$ cat src/rtl/motor_ramp_ctrl.sv
// motor_ramp_ctrl: soft-start/soft-stop duty ramp, reversal dead-time and over-current latch for the motor bridge.
// Latency: every output is registered; a new command first changes the outputs 1 clk later, and ramp steps fire every TICK_DIV clk.
// Backpressure: none; the inputs are sampled every cycle, and a reset or a filtered over-current overrides any ramp in progress.
// Ports: clk/reset (sync, active-high); cmd speed 0..15 (target = cmd*255); dir per motor (0=fwd);
//        OC per-motor over-current; clear fault-clear level; duty 12-bit to pwm; IN/EN bridge drive;
//        fault latched over-current; state IDLE=0 RAMP_UP=1 RUN=2 RAMP_DOWN=3 DEAD=4 FAULT=5.
module motor_ramp_ctrl #(
    parameter int TICK_DIV  = 1000,
    parameter int STEP      = 15,
    parameter int DEAD_CYC  = 5000,
    parameter int OC_FILTER = 16
) (
    input  logic        clk,
    input  logic        reset,
    input  logic [3:0]  cmd,
    input  logic [1:0]  dir,
    input  logic [1:0]  OC,
    input  logic        clear,
    output logic [11:0] duty,
    output logic [3:0]  IN,
    output logic [1:0]  EN,
    output logic        fault,
    output logic [2:0]  state
);
    typedef enum logic [2:0] {
        IDLE      = 3'd0,
        RAMP_UP   = 3'd1,
        RUN       = 3'd2,
        RAMP_DOWN = 3'd3,
        DEAD      = 3'd4,
        FAULT     = 3'd5
    } state_t;

    localparam int TW = $clog2(TICK_DIV);
    localparam int DW = $clog2(DEAD_CYC + 1);
    localparam int OW = $clog2(OC_FILTER + 1);
    localparam logic [TW-1:0] TICK_LAST = TW'(TICK_DIV - 1);
    localparam logic [DW-1:0] DEAD_LAST = DW'(DEAD_CYC - 1);
    localparam logic [OW-1:0] OC_LAST   = OW'(OC_FILTER - 1);
    localparam logic [11:0]   STEP12    = 12'(STEP);
    localparam logic [12:0]   STEP13    = 13'(STEP);

    state_t        state_q, state_n;
    logic [TW-1:0] tick_q, tick_n;
    logic [DW-1:0] dead_q, dead_n;
    logic [OW-1:0] oc_q, oc_n;
    logic [1:0]    dir_q, dir_n;
    logic          pend_q, pend_n;
    logic [11:0]   duty_n;
    logic          fault_n;

    logic [11:0] target, goal, up_val, down_val;
    logic [12:0] up_sum;
    logic        dir_chg, step, pend_eff, oc_trip, drive;

    // 12 bits suffice: 15*255 = 3825.
    assign target   = {8'd0, cmd} * 12'd255;
    assign dir_chg  = (dir != dir_q);
    assign step     = (tick_q == TICK_LAST);
    // A reversal seen in this very cycle already forces the ramp-down goal to 0.
    assign pend_eff = pend_q | dir_chg;
    assign goal     = pend_eff ? 12'd0 : target;
    // One extra bit so duty+STEP cannot wrap before the clamp against target.
    assign up_sum   = {1'b0, duty} + STEP13;
    assign up_val   = (up_sum >= {1'b0, target}) ? target : up_sum[11:0];
    assign down_val = ({1'b0, duty} > ({1'b0, goal} + STEP13)) ? (duty - STEP12) : goal;
    assign oc_trip  = (OC != 2'b00) && (oc_q == OC_LAST);

    always_comb begin
        state_n = state_q;
        duty_n  = duty;
        pend_n  = pend_q;
        dir_n   = dir_q;
        fault_n = fault;
        tick_n  = step ? '0 : tick_q + TW'(1);
        dead_n  = dead_q;
        oc_n    = (OC == 2'b00) ? '0 : ((oc_q == OC_LAST) ? oc_q : oc_q + OW'(1));

        case (state_q)
            IDLE: begin
                duty_n = 12'd0;
                if (target != 12'd0) begin
                    dir_n   = dir;
                    state_n = RAMP_UP;
                end
            end
            RAMP_UP: begin
                if (dir_chg) begin
                    pend_n  = 1'b1;
                    state_n = RAMP_DOWN;
                end else if (target < duty) begin
                    state_n = RAMP_DOWN;
                end else if (target == duty) begin
                    state_n = RUN;
                end else if (step) begin
                    duty_n = up_val;
                    if (up_val == target) state_n = RUN;
                end
            end
            RUN: begin
                if (dir_chg) begin
                    pend_n  = 1'b1;
                    state_n = RAMP_DOWN;
                end else if (target > duty) begin
                    state_n = RAMP_UP;
                end else if (target < duty) begin
                    state_n = RAMP_DOWN;
                end
            end
            RAMP_DOWN: begin
                pend_n = pend_eff;
                if (duty == goal) begin
                    state_n = pend_eff ? DEAD : ((goal == 12'd0) ? IDLE : RUN);
                end else if (goal > duty) begin
                    // Command raised above the current duty mid ramp-down.
                    state_n = RAMP_UP;
                end else if (step) begin
                    duty_n = down_val;
                    if (down_val == goal)
                        state_n = pend_eff ? DEAD : ((goal == 12'd0) ? IDLE : RUN);
                end
            end
            DEAD: begin
                duty_n = 12'd0;
                if (dead_q == DEAD_LAST) begin
                    dir_n   = dir;
                    pend_n  = 1'b0;
                    state_n = (target != 12'd0) ? RAMP_UP : IDLE;
                end else begin
                    dead_n = dead_q + DW'(1);
                end
            end
            FAULT: begin
                duty_n  = 12'd0;
                fault_n = 1'b1;
                if (clear && (OC == 2'b00)) begin
                    state_n = IDLE;
                    fault_n = 1'b0;
                end
            end
            default: state_n = IDLE;
        endcase

        // Over-current wins over every other transition, including clear.
        if (oc_trip) begin
            state_n = FAULT;
            duty_n  = 12'd0;
            pend_n  = 1'b0;
            fault_n = 1'b1;
        end

        if (state_n != state_q) begin
            tick_n = '0;
            dead_n = '0;
        end
    end

    assign drive = (state_n == RAMP_UP) || (state_n == RUN) || (state_n == RAMP_DOWN);

    always_ff @(posedge clk) begin
        if (reset) begin
            state_q <= IDLE;
            tick_q  <= '0;
            dead_q  <= '0;
            oc_q    <= '0;
            dir_q   <= 2'b00;
            pend_q  <= 1'b0;
            duty    <= 12'd0;
            IN      <= 4'b0000;
            EN      <= 2'b00;
            fault   <= 1'b0;
        end else begin
            state_q <= state_n;
            tick_q  <= tick_n;
            dead_q  <= dead_n;
            oc_q    <= oc_n;
            dir_q   <= dir_n;
            pend_q  <= pend_n;
            duty    <= duty_n;
            fault   <= fault_n;
            // Per motor: dir 0 -> 2'b10, dir 1 -> 2'b01; bridge off outside the driving states.
            IN      <= drive ? {~dir_n[1], dir_n[1], ~dir_n[0], dir_n[0]} : 4'b0000;
            EN      <= drive ? 2'b11 : 2'b00;
        end
    end

    assign state = state_q;

endmodule

$ cat config.mk
export PLATFORM = sky130hd
export DESIGN_NAME = motor_ramp_ctrl
export DESIGN_NICKNAME = d
export VERILOG_FILES = /design/src/rtl/motor_ramp_ctrl.sv
export SDC_FILE = /design/constraint.sdc
export NUM_CORES = 1
export LEC_CHECK = 0
export ABC_AREA = 1
export CELL_PAD_IN_SITES_DETAIL_PLACEMENT = 0
export CELL_PAD_IN_SITES_GLOBAL_PLACEMENT = 1
export CORE_MARGIN = 4
export CORE_UTILIZATION = 30
export DETAILED_ROUTE_END_ITERATION = 16
export PLACE_DENSITY = 0.61
export SLEW_MARGIN = 40
export SYNTH_ARGS = -nofsm -noshare
export SYNTH_HDL_FRONTEND = slang
export SYNTH_SLANG_ARGS = --single-unit
$ cat constraint.sdc
create_clock -name clk -period 18.29 [get_ports clk]
set_clock_uncertainty 0.05 [all_clocks]
set_input_delay 3.658 -clock clk [delete_from_list [all_inputs] [get_ports clk]]
set_output_delay 3.658 -clock clk [all_outputs]
set_load 0.05 [all_outputs]
==> results.yml <==
run_status:
  outcome: "finished, final reports clean"
final_layout:
  ff_latch_area_um2: 1040
  fill_cells: 2218
  drive_gt1_share_pct: 7.58
  finish.utilization_pct: 34.6
  area_growth_pct: 12.9
  multiInputGateArea_um2: 4290
  diodes: 0
  final_common_cell: "nand2_1"
  finalNetCount: 1022
  final_cells: 1202
  layout_common_cells: "nand2_1 (183), inv_1 (129), nor2_1 (94), ha_1 (69), nand3_1 (55)"
cts:
  cts_root_buf: "clkbuf_16"
  cts_setup_buffers: 0
  cts_tree: "done"
  insertion_delay_ns: 0.31
  path_clk_slew_ns: 0.08
  cts.sinks: 52
  cts_hold_buf: 0
  cts_buffer_depth: 2
  htreeDepth: 2
  cts_resized: 0
  cts-buffers-inserted: 5
setup_path:
  worst_ep_arrival_time_ns: 10.53
  start_kind: "primary input"
  path_max_fanout: 24
  timing.critical_path.buf_inv: 8
  crit_family: "simple AND/OR/NAND/NOR gates"
  cp-end-kind: "register"
  cp.depth: 36
  crit_type: "primary input to register"
  crit_slowest_cell: "fa_1"
  crit_required_ns: 18.47
  cp_slowest_stage_delay_ns: 0.62
  reg2regPathDepth: 29
drt:
  num_vias: 5917
  firstDrtPassIters: 5
  wirelength_um: 18700
  drc_errors: 0
  vias_per_cell: 4.92
  avgRoutedWirePerCell_um: 15.6
  ant_nets: 0
  first_iter_violations: 366
global_route:
  grt_usage_pct: 16.9
  antenna_found_initial: 0
  overflow: 0
  grt_max_degree: 25
  grt_pass1_wl_um: 29800
  grt_pass1_vias: 5463
floorplanning:
  coreArea_um2: 19500
  die_area_um2: 22200
  die_h_um: 149
  io_pins: 33
  initial_core_util_pct: 30.6
  placementRows: 51
  die_w_um: 149
sta:
  maxSlewHeadroom_pct: 56.9
  fin_crit_ns: 10.35
  rsz0062_at_grt: "no"
  finalHoldViolations: 0
  setup_ws_ns: 7.94
  worst_slew_pin_slew_ns: 0.645
  setup_viol: 0
  post-route-period-util_pct: 56.6
  fin_tns_setup_ns: 0
  slew_violations: 0
  max_freq_mhz: 96.6
power_and_ir_drop:
  p_seq_share_pct: 15.2
  switchingPower_uw: 626
  power_frac_comb_pct: 73.7
  internal_power_uw: 450
  clockPowerShare_pct: 11.1
  p_leak_uw: 0.00306
  sw_frac_of_total_pct: 58.1
  ir_worst_vdd_mv: 0.0491
  power-per-cell-area_nw_per_um2: 159
synth:
  syn_inst: 913
  yosys_warnings: 0
  synth.cell_area_um2: 5980
  ys_seq_area_share_pct: 17.4
  synth.avg_cell_area_um2: 6.55
  ys_ff_latch: 52
  syn_nets: 999
  synth.distinct_cells: 40
place:
  pre_cts_slack_ns: 7.34
  place.gp.congestion: 0.862
  dp_cells: 1194
  port_buffers: 32
  place_hpwl_um: 15200
job:
  drv_cap: 0
min_path:
  min_path_type: "register to register"
  whs_path_depth: 1
==> registers in the layout, summed over array words and instances (netlist names) <==
| signal | flops |
|---|---|
| EN | 1 |
| IN | 4 |
| dead_q | 13 |
| dir_q | 2 |
| duty | 12 |
| fault | 1 |
| oc_q | 5 |
| pend_q | 1 |
| state | 3 |
| tick_q | 10 |
==> layout make-up <==
| class | instances | share of cell area, % |
|---|---|---|
| Tap cell | 265 | 4.91 |
| Clock inverter | 2 | 0.575 |
| Timing Repair Buffer | 37 | 5.30 |
| Clock buffer | 6 | 2.06 |
| Sequential cell | 52 | 15.4 |
| Inverter | 145 | 8.07 |
| Multi-Input combinational cell | 695 | 63.6 |
==> cells in the mapped netlist, drive strengths merged <==
cell	n	area share [%]
dfxtp	52	17
o21ai	37	3.1
mux2i	1	0.17
nand3	57	4.9
nor3b	1	0.13
a22oi	2	0.25
clkbuf	11	0.69
a21oi	37	3.2
a31o	1	0.15
nor2	114	9.5
buf	10	1.2
o21bai	3	0.38
xor2	37	5.4
inv	145	9.1
fa	6	2.0
ha	69	14
nor4	4	0.42
xnor2	7	1.2
a31oi	15	1.6
o211ai	26	3.3
nand3b	5	0.63
nor3	24	2.1
nand2	196	13
o311ai	1	0.15
nand4	52	5.7
==> metrics by stage <==
step | total power (uW) | hold WS [ns] | cell area (um2)
2_1_floorplan | 741 | 0.368 | 5980
3_3_place_gp | 960 | 0.381 | 6560
3_5_place_dp | 956 | 0.386 | 6570
4_1_cts | 1080 | 0.405 | 6740
5_1_grt | 1190 | 0.426 | 6750
6_report | 1080 | 0.403 | 6750
==> cell families after synthesis <==
logic type      count (synthesis)  synth area share [%]
flops                          52                  17.4
fa+ha+maj                      75                  16.5
simple gates                  453                  36.4
compound gates                122                  12.0
mux                             1                 0.167
xor+xnor                       44                  6.57
buf+inv                       166                  11.0
==> power groups by stage <==
stage	clock, uW	combinational, uW	sequential (uW)
after detailed placement	0	789	167
after floorplan	0	534	208
final	119	793	164
after CTS	124	793	164
after global placement	0	793	167
after global routing	127	893	168
==> final timing paths <==
path                                start   endpoint  slack [ns]
worst max register to register    duty[2]  dead_q[1]       12.37
worst min register to register  tick_q[0]  tick_q[0]        0.40
worst min-delay path            tick_q[0]  tick_q[0]        0.40
worst max-delay path               cmd[2]  dead_q[1]        7.94
==> layer usage <==
layer	GRT usage (%)	part of all wire, %
met3	1.85	3.0
met1	25.0	51
met2	26.3	45
met4	3.66	1.4
met5	0	0
No activity file was read; power rests on OpenSTA's default activity.
